$ cat config.mk
export PLATFORM = sky130hd
export DESIGN_NAME = trap_unit_flat
export DESIGN_NICKNAME = d
export VERILOG_FILES = /design/src/rtl/trap_if.sv /design/src/rtl/trap_unit.sv /design/src/flat_wrapper.sv
export SDC_FILE = /design/constraint.sdc
export NUM_CORES = 1
export LEC_CHECK = 0
export ABC_AREA = 1
export CELL_PAD_IN_SITES_DETAIL_PLACEMENT = 1
export CELL_PAD_IN_SITES_GLOBAL_PLACEMENT = 2
export CORE_MARGIN = 2
export CORE_UTILIZATION = 28
export DETAILED_ROUTE_END_ITERATION = 8
export GPL_ROUTABILITY_DRIVEN = 0
export GPL_TIMING_DRIVEN = 0
export PLACE_DENSITY = 0.76
export SLEW_MARGIN = 20
export SYNTH_ARGS = -nofsm -noshare
export SYNTH_HDL_FRONTEND = slang
export SYNTH_SLANG_ARGS = --single-unit
$ cat constraint.sdc
create_clock -name clk -period 7.95 [get_ports clk]
set_clock_uncertainty 0.1 [all_clocks]
set_input_delay 1.59 -clock clk [delete_from_list [all_inputs] [get_ports clk]]
set_output_delay 1.59 -clock clk [all_outputs]
set_load 0.1 [all_outputs]
$ cat src/rtl/trap_if.sv
// Bus between the execute stage and the trap unit: the trapping instruction
// context flows in, pipeline control, redirect and CSR read-back flow out.
interface trap_if #(
    parameter int XLEN = 32
);
    logic            trapReq;
    logic [31:0]     instruction;
    logic [XLEN-1:0] pc;
    logic [XLEN-1:0] rs1_data;
    logic            stall;
    logic            flush;
    logic            redirect_valid;
    logic [XLEN-1:0] redirect_pc;
    logic            rd_we;
    logic [4:0]      rd_addr;
    logic [XLEN-1:0] rd_data;

    modport master (
        output trapReq, instruction, pc, rs1_data,
        input  stall, flush, redirect_valid, redirect_pc, rd_we, rd_addr, rd_data
    );

    modport slave (
        input  trapReq, instruction, pc, rs1_data,
        output stall, flush, redirect_valid, redirect_pc, rd_we, rd_addr, rd_data
    );
endinterface

$ cat src/rtl/trap_unit.sv
// Machine-mode trap unit: executes ECALL/EBREAK/MRET and CSRRW/S/C[I] for
// SYSTEM-opcode instructions sitting in execute, owns mtvec/mscratch/mepc/mcause,
// and stalls, flushes and redirects the pipeline as needed.
module trap_unit #(
    parameter int              XLEN        = 32,
    parameter logic [XLEN-1:0] RESET_MTVEC = 32'h0000_0100
) (
    input logic   clk,
    input logic   rst,
    trap_if.slave bus
);
    localparam logic [11:0] CSR_MTVEC    = 12'h305;
    localparam logic [11:0] CSR_MSCRATCH = 12'h340;
    localparam logic [11:0] CSR_MEPC     = 12'h341;
    localparam logic [11:0] CSR_MCAUSE   = 12'h342;

    localparam logic [3:0] CAUSE_ILLEGAL = 4'd2;
    localparam logic [3:0] CAUSE_BREAK   = 4'd3;
    localparam logic [3:0] CAUSE_ECALL   = 4'd11;

    typedef enum logic [1:0] {
        IDLE,
        CSR_WB,
        SAVE,
        REDIRECT
    } state_t;

    state_t state_q, state_d;

    // Context of the instruction accepted in IDLE (opcode bits are not needed)
    logic [31:7]     instr_q;
    logic [XLEN-1:0] pc_q;
    logic [XLEN-1:0] rs1_q;
    logic [3:0]      cause_q, cause_d;
    logic            mret_q, mret_d;

    logic [XLEN-1:0] mtvec_q, mscratch_q, mepc_q, mcause_q;

    // Incoming decode fields
    logic [2:0]  in_f3;
    logic [11:0] in_f12;
    assign in_f3  = bus.instruction[14:12];
    assign in_f12 = bus.instruction[31:20];

    // Latched fields used during CSR writeback
    logic [2:0]      wb_f3;
    logic [11:0]     wb_addr;
    logic [4:0]      wb_zimm;
    logic [XLEN-1:0] csr_old, csr_src, csr_new;
    logic            csr_we;
    assign wb_f3   = instr_q[14:12];
    assign wb_addr = instr_q[31:20];
    assign wb_zimm = instr_q[19:15];

    function automatic logic csr_supported(input logic [11:0] addr);
        return (addr == CSR_MTVEC) || (addr == CSR_MSCRATCH) ||
               (addr == CSR_MEPC)  || (addr == CSR_MCAUSE);
    endfunction

    // CSR read mux and read-modify-write value for the latched CSR instruction
    always_comb begin
        csr_old = '0;
        case (wb_addr)
            CSR_MTVEC:    csr_old = mtvec_q;
            CSR_MSCRATCH: csr_old = mscratch_q;
            CSR_MEPC:     csr_old = mepc_q;
            CSR_MCAUSE:   csr_old = mcause_q;
            default:      csr_old = '0;
        endcase
        // funct3[2] selects the 5-bit zero-extended immediate over rs1
        csr_src = wb_f3[2] ? {{(XLEN-5){1'b0}}, wb_zimm} : rs1_q;
        case (wb_f3[1:0])
            2'b01:   csr_new = csr_src;
            2'b10:   csr_new = csr_old | csr_src;
            default: csr_new = csr_old & ~csr_src;
        endcase
        // Set/clear with a zero rs1 field is a pure read
        csr_we = (state_q == CSR_WB) && ((wb_f3[1:0] == 2'b01) || (wb_zimm != 5'd0));
    end

    // State register
    always_ff @(posedge clk) begin
        if (rst) begin
            state_q <= IDLE;
        end else begin
            state_q <= state_d;
        end
    end

    // Capture the trapping instruction's context when it is accepted
    always_ff @(posedge clk) begin
        if (state_q == IDLE && bus.trapReq) begin
            instr_q <= bus.instruction[31:7];
            pc_q    <= bus.pc;
            rs1_q   <= bus.rs1_data;
            cause_q <= cause_d;
            mret_q  <= mret_d;
        end
    end

    // CSR file: software writes commit at the end of CSR_WB, trap state at the end of SAVE
    always_ff @(posedge clk) begin
        if (rst) begin
            mtvec_q    <= RESET_MTVEC;
            mscratch_q <= '0;
            mepc_q     <= '0;
            mcause_q   <= '0;
        end else if (csr_we) begin
            case (wb_addr)
                CSR_MTVEC:    mtvec_q    <= {csr_new[XLEN-1:2], 2'b00};
                CSR_MSCRATCH: mscratch_q <= csr_new;
                CSR_MEPC:     mepc_q     <= {csr_new[XLEN-1:2], 2'b00};
                CSR_MCAUSE:   mcause_q   <= csr_new;
                default:      ;
            endcase
        end else if (state_q == SAVE) begin
            mepc_q   <= pc_q;
            mcause_q <= {{(XLEN-4){1'b0}}, cause_q};
        end
    end

    // Next-state decode and pipeline-control outputs
    always_comb begin
        state_d            = state_q;
        cause_d            = CAUSE_ILLEGAL;
        mret_d             = 1'b0;
        bus.stall          = 1'b0;
        bus.flush          = 1'b0;
        bus.redirect_valid = 1'b0;
        bus.redirect_pc    = '0;
        bus.rd_we          = 1'b0;
        bus.rd_addr        = '0;
        bus.rd_data        = '0;
        case (state_q)
            IDLE: begin
                if (bus.trapReq) begin
                    bus.stall = 1'b1;
                    if (in_f3 != 3'b000) begin
                        // funct3 = 100 is not a CSR op
                        if (in_f3 != 3'b100 && csr_supported(in_f12)) begin
                            state_d = CSR_WB;
                        end else begin
                            state_d = SAVE;
                        end
                    end else begin
                        case (in_f12)
                            12'h000: begin
                                state_d = SAVE;
                                cause_d = CAUSE_ECALL;
                            end
                            12'h001: begin
                                state_d = SAVE;
                                cause_d = CAUSE_BREAK;
                            end
                            12'h302: begin
                                state_d = REDIRECT;
                                mret_d  = 1'b1;
                            end
                            default: state_d = SAVE;
                        endcase
                    end
                end
            end
            CSR_WB: begin
                bus.rd_addr = instr_q[11:7];
                bus.rd_we   = (instr_q[11:7] != 5'd0);
                bus.rd_data = csr_old;
                state_d     = IDLE;
            end
            SAVE: begin
                bus.stall = 1'b1;
                state_d   = REDIRECT;
            end
            REDIRECT: begin
                bus.flush          = 1'b1;
                bus.redirect_valid = 1'b1;
                bus.redirect_pc    = mret_q ? mepc_q : mtvec_q;
                state_d            = IDLE;
            end
            default: state_d = IDLE;
        endcase
    end
endmodule

$ cat src/flat_wrapper.sv
// flat-port wrapper written by rule: the top's interface ports become plain ports
module trap_unit_flat 
#(
    parameter int              XLEN        = 32,
    parameter logic [XLEN-1:0] RESET_MTVEC = 32'h0000_0100
)
  (clk, rst, bus_trapReq, bus_instruction, bus_pc, bus_rs1_data, bus_stall, bus_flush, bus_redirect_valid, bus_redirect_pc, bus_rd_we, bus_rd_addr, bus_rd_data);
  trap_if #(.XLEN(XLEN)) bus_i ();
  input logic clk;
  input logic rst;
  input wire logic [$bits(bus_i.trapReq)-1:0] bus_trapReq;
  input wire logic [$bits(bus_i.instruction)-1:0] bus_instruction;
  input wire logic [$bits(bus_i.pc)-1:0] bus_pc;
  input wire logic [$bits(bus_i.rs1_data)-1:0] bus_rs1_data;
  output wire logic [$bits(bus_i.stall)-1:0] bus_stall;
  output wire logic [$bits(bus_i.flush)-1:0] bus_flush;
  output wire logic [$bits(bus_i.redirect_valid)-1:0] bus_redirect_valid;
  output wire logic [$bits(bus_i.redirect_pc)-1:0] bus_redirect_pc;
  output wire logic [$bits(bus_i.rd_we)-1:0] bus_rd_we;
  output wire logic [$bits(bus_i.rd_addr)-1:0] bus_rd_addr;
  output wire logic [$bits(bus_i.rd_data)-1:0] bus_rd_data;
  assign bus_i.trapReq = bus_trapReq;
  assign bus_i.instruction = bus_instruction;
  assign bus_i.pc = bus_pc;
  assign bus_i.rs1_data = bus_rs1_data;
  assign bus_stall = bus_i.stall;
  assign bus_flush = bus_i.flush;
  assign bus_redirect_valid = bus_i.redirect_valid;
  assign bus_redirect_pc = bus_i.redirect_pc;
  assign bus_rd_we = bus_i.rd_we;
  assign bus_rd_addr = bus_i.rd_addr;
  assign bus_rd_data = bus_i.rd_data;
  trap_unit #(.XLEN(XLEN), .RESET_MTVEC(RESET_MTVEC)) u_core (.clk(clk), .rst(rst), .bus(bus_i));
endmodule
==> results.md <==
- The routed layout has about 11k vias.
- The die is 199.6 µm tall.
- The initial cell density of the core is roughly 28%.
- The synthesized netlist occupies a cell area of ~11000 µm².
- The worst-case IR drop observed on VDD is between 150 and 200 µV.
- The run finished with clean final reports.
- The die extent in x is 199.6 µm.
- The total number of placement rows is 71.
- TritonCTS built the clock tree.
- The transition time of the tightest slew-check pin is 1.008 ns.
- The hold buffer count at cts is 0.
- In this run the post-CTS setup repair buffer count came out at 0.
- The synthesized netlist contains 32 unique library cells.
- The number of antenna violations at the first check in global routing is 0.
- In this run switching power makes up 26.59% of total power.
- The normalized max-slew margin is 32.57%.
- The clock slew seen by the registers of the worst setup and hold paths is 0.06 ns.
- The area of the placeable core is 37670 µm².
- The number of global-route vias before repair came to between 10k and 15k.
- After synthesis the netlist holds a flip-flop and latch count of 220.
- Excluding fillers, the count of instances in the completed layout stands at between 2k and 2.5k.
- After the first detailed-routing iteration, the DRC count stood at about 500.
- The number of warnings reported in the yosys synthesis log is 0.
- The number of vias per cell is 4.920.
- For the worst setup path, the data required time is 6.26 ns.
- After clock tree synthesis, the repair step resized 0 gates.
- The critical path class is flip-flop to output pin.
- The buffer type at the clock tree root is sky130_fd_sc_hd__clkbuf_16.
- The first detailed-routing pass ran for 5 iterations.
- In this run the static leakage power is between 5 and 6 nW.
- The die covers 39840 µm².
- In the final layout, the share of cells above drive strength 1 is between 7 and 8%.
- The DRC violations left is 0.
- From synthesis to final layout, the design area changed by 30.55%.
- The final count of negative-setup-slack endpoints is 0.
- Walking the worst path, the cells encountered are nor2_1, nand2_2, nor2_8, buf_6, nand2_1, nand2_1, buf_2, buf_2, nand2_1, nor2_1, clkdlybuf4s50_1.
- The sum of overflow across all layers after global routing is 0.
- No sink is reached through more buffers than the 3 on the longest clock path.
- The number of placed instances, taps included, is 2094.
- The number of I/O port buffers is 164.
- The cell repeated most along the worst path is sky130_fd_sc_hd__nand2_1.
- The number of endpoints with negative hold slack in the final report was 0.
- The slowest cell on the critical path is sky130_fd_sc_hd__clkdlybuf4s50_1.
- The global-route wire length before repair is around 66000 µm.
- The power per cell area is 206.6 nW/µm².
- The synthesized instance count is around 1.4k.
- The worst stage delay on the critical path is 1.19 ns.
- Wires add up to between 40000 and 50000 µm.
- Buffers inserted during clock tree synthesis total 28.
- The half-perimeter wire length after detailed placement is 31650 µm.
- Timing would allow up to 172.7 MHz.
- The type of the tightest min-delay check is flip-flop to flip-flop.
- The mean instance size in the synthesized netlist is 7.566 µm².
- The type of destination of the critical path is an output pin.
- The number of nets handed over by synthesis was about 1.5k.
- Along the worst path, the maximum fanout reaches 10.
- At the worst endpoint, the arrival time is around 4.1 ns.
- The later pin in the worst-skew pair is clocked with a latency of 0.57 ns.
- The internal power of the cells totals between 2 and 2.5 mW.
- Entering global routing, the biggest net connects 28 pins.
- The clock period could shrink to 5.790 ns.
- The worst register-to-register path has a setup slack of between 5 and 6 ns.
- OpenSTA, run right after detailed placement, puts the worst setup slack at between 2 and 3 ns.
- Across the run, the number of max-cap violations was 0.
- The average wire per cell in the routed design is 20.61 µm.
- The net count of the finished layout is 1714.
- The max-slew violation count came to 0.
- The smallest hold slack is 0.3963 ns.
- The number of antenna-violating nets in the routed design is 0.
- The clock network accounts for 45.1% of the total power.
- The number of antenna diodes is 0.
- The worst-case setup margin in the final layout is 2.160 ns.
- CTS built an H-tree with a depth of 1.
- The relative contribution of sequential cells to total power is roughly 44%.
- In the final timing run, aggregate negative setup slack is 0 ns.
- For this design the total switching power over the nets is 768.4 µW.
- Setup repair after global routing left no endpoint under its margin.
- The kind of launch point of the worst setup path is a flip-flop.
- For this design the top-level I/O count stands at between 150 and 200.
- The share of the yosys chip area belonging to registers is 49.71%.
- The logic gate share of total power is 10.9%.
- Across every metal layer, demand over resource in global routing totals 22.31%.
- The clock net in this run drives a total of 220 sinks.
- The final cycle utilization of the critical path is between 70% and 80%.
[sequential cells by signal (all words and copies together) (netlist names)]
name               flops
u_core.mret_q          1
u_core.mepc_q         32
u_core.state_q         2
u_core.rs1_q          32
u_core.instr_q        25
u_core.mcause_q       32
u_core.pc_q           32
u_core.mscratch_q     32
u_core.mtvec_q        30
u_core.cause_q         2
[final cells by class]
class | instances | area [µm²]
inverter | 134 | 503.0
timing repair buffer | 167 | 1702
tap | 511 | 639.4
multi-input combinational | 968 | 4444
fill | 4633 | 23680
clock inverter | 17 | 197.7
buffer | 94 | 447.9
clock buffer | 35 | 726.9
sequential | 220 | 5325
[metal layers]
metal  global-route usage [%]  routed length, µm
met1                    29.61              20190
met2                    37.68              20750
met3                    3.156               1954
met4                    6.392               1331
met5                        0                  0
[logic make-up after synthesis]
logic type | count (synthesis) | synth area share, %
AOI/OAI and AO/OA | 342 | 16.71
and+or+nand+nor | 621 | 24.19
buffers and inverters | 228 | 8.876
muxes | 3 | 0.2803
DFF | 220 | 49.71
adders and majority gates | 2 | 0.2336
[cell usage in the layout, fill, tap and decap left out, drive strengths merged, types with 2 or more instances in the layout]
| cell type | n |
|---|---|
| edfxtp | 92 |
| o21ai | 182 |
| clkinvlp | 2 |
| dfxtp | 128 |
| inv | 132 |
| bufinv | 4 |
| nor3 | 2 |
| nand4 | 2 |
| clkinv | 13 |
| ha | 2 |
| buf | 45 |
| nand2 | 318 |
| nand3 | 145 |
| a21oi | 158 |
| clkdlybuf4s50 | 164 |
| clkbuf | 87 |
| mux2i | 3 |
| nor2 | 148 |
[power by group through the flow]
stage                     sequential, mW  clock (mW)  combinational (mW)
final                               1.27        1.30               0.314
after CTS                           1.27        1.33               0.317
after floorplan                     1.29           0               0.166
after global routing                1.28        1.38               0.345
after global placement              1.30           0               0.303
after detailed placement            1.30           0               0.315
[through the flow]
stage / total power [mW] / util, % / instance area (µm²)
2_1_floorplan: 1.456 / - / 10710
3_3_place_gp: 1.604 / 34.50 / 12990
3_5_place_dp: 1.611 / 34.68 / 13060
4_1_cts: 2.923 / 37.13 / 13990
5_1_grt: 3.001 / 37.13 / 13990
6_report: 2.890 / 37.13 / 13990
[synth_stat cells, drive strengths merged]
cell type  instances  share of area, %
nor4               1             0.058
and3b              1             0.082
nor2             148               5.5
buf               42               2.4
edfxtp            92                26
nand3            145               6.8
nand3b             1             0.070
a31oi              1             0.058
clkinv             2             0.070
dfxtp            128                24
nand2            318                11
and2               1             0.070
a21oi            158               7.4
o21ai            182               9.2
inv              132               4.6
or2                1             0.058
mux2i              3              0.28
nand4              2              0.12
o21bai             1             0.070
nor3               2             0.093
or3                1             0.058
ha                 2              0.23
clkbuf            52               1.8
[path summary, 6_finish.rpt]
check | start | end | depth (start not counted)
max | u_core.instr_q[31] | bus_rd_data[30] | 11
min | u_core.mepc_q[1] | u_core.mepc_q[1] | 2
max reg2reg | u_core.instr_q[13] | u_core.mepc_q[24] | 8
min reg2reg | u_core.mepc_q[1] | u_core.mepc_q[1] | 2
[worst max-delay path, delay by kind of cell (launching register included)]
| kind | cells | cell delay, ns |
|---|---|---|
| buffers and inverters | 4 | 2.12 |
| DFF | 1 | 0.37 |
| and+or+nand+nor | 7 | 1.03 |
Note: power is estimated with default switching activity, not from simulation.
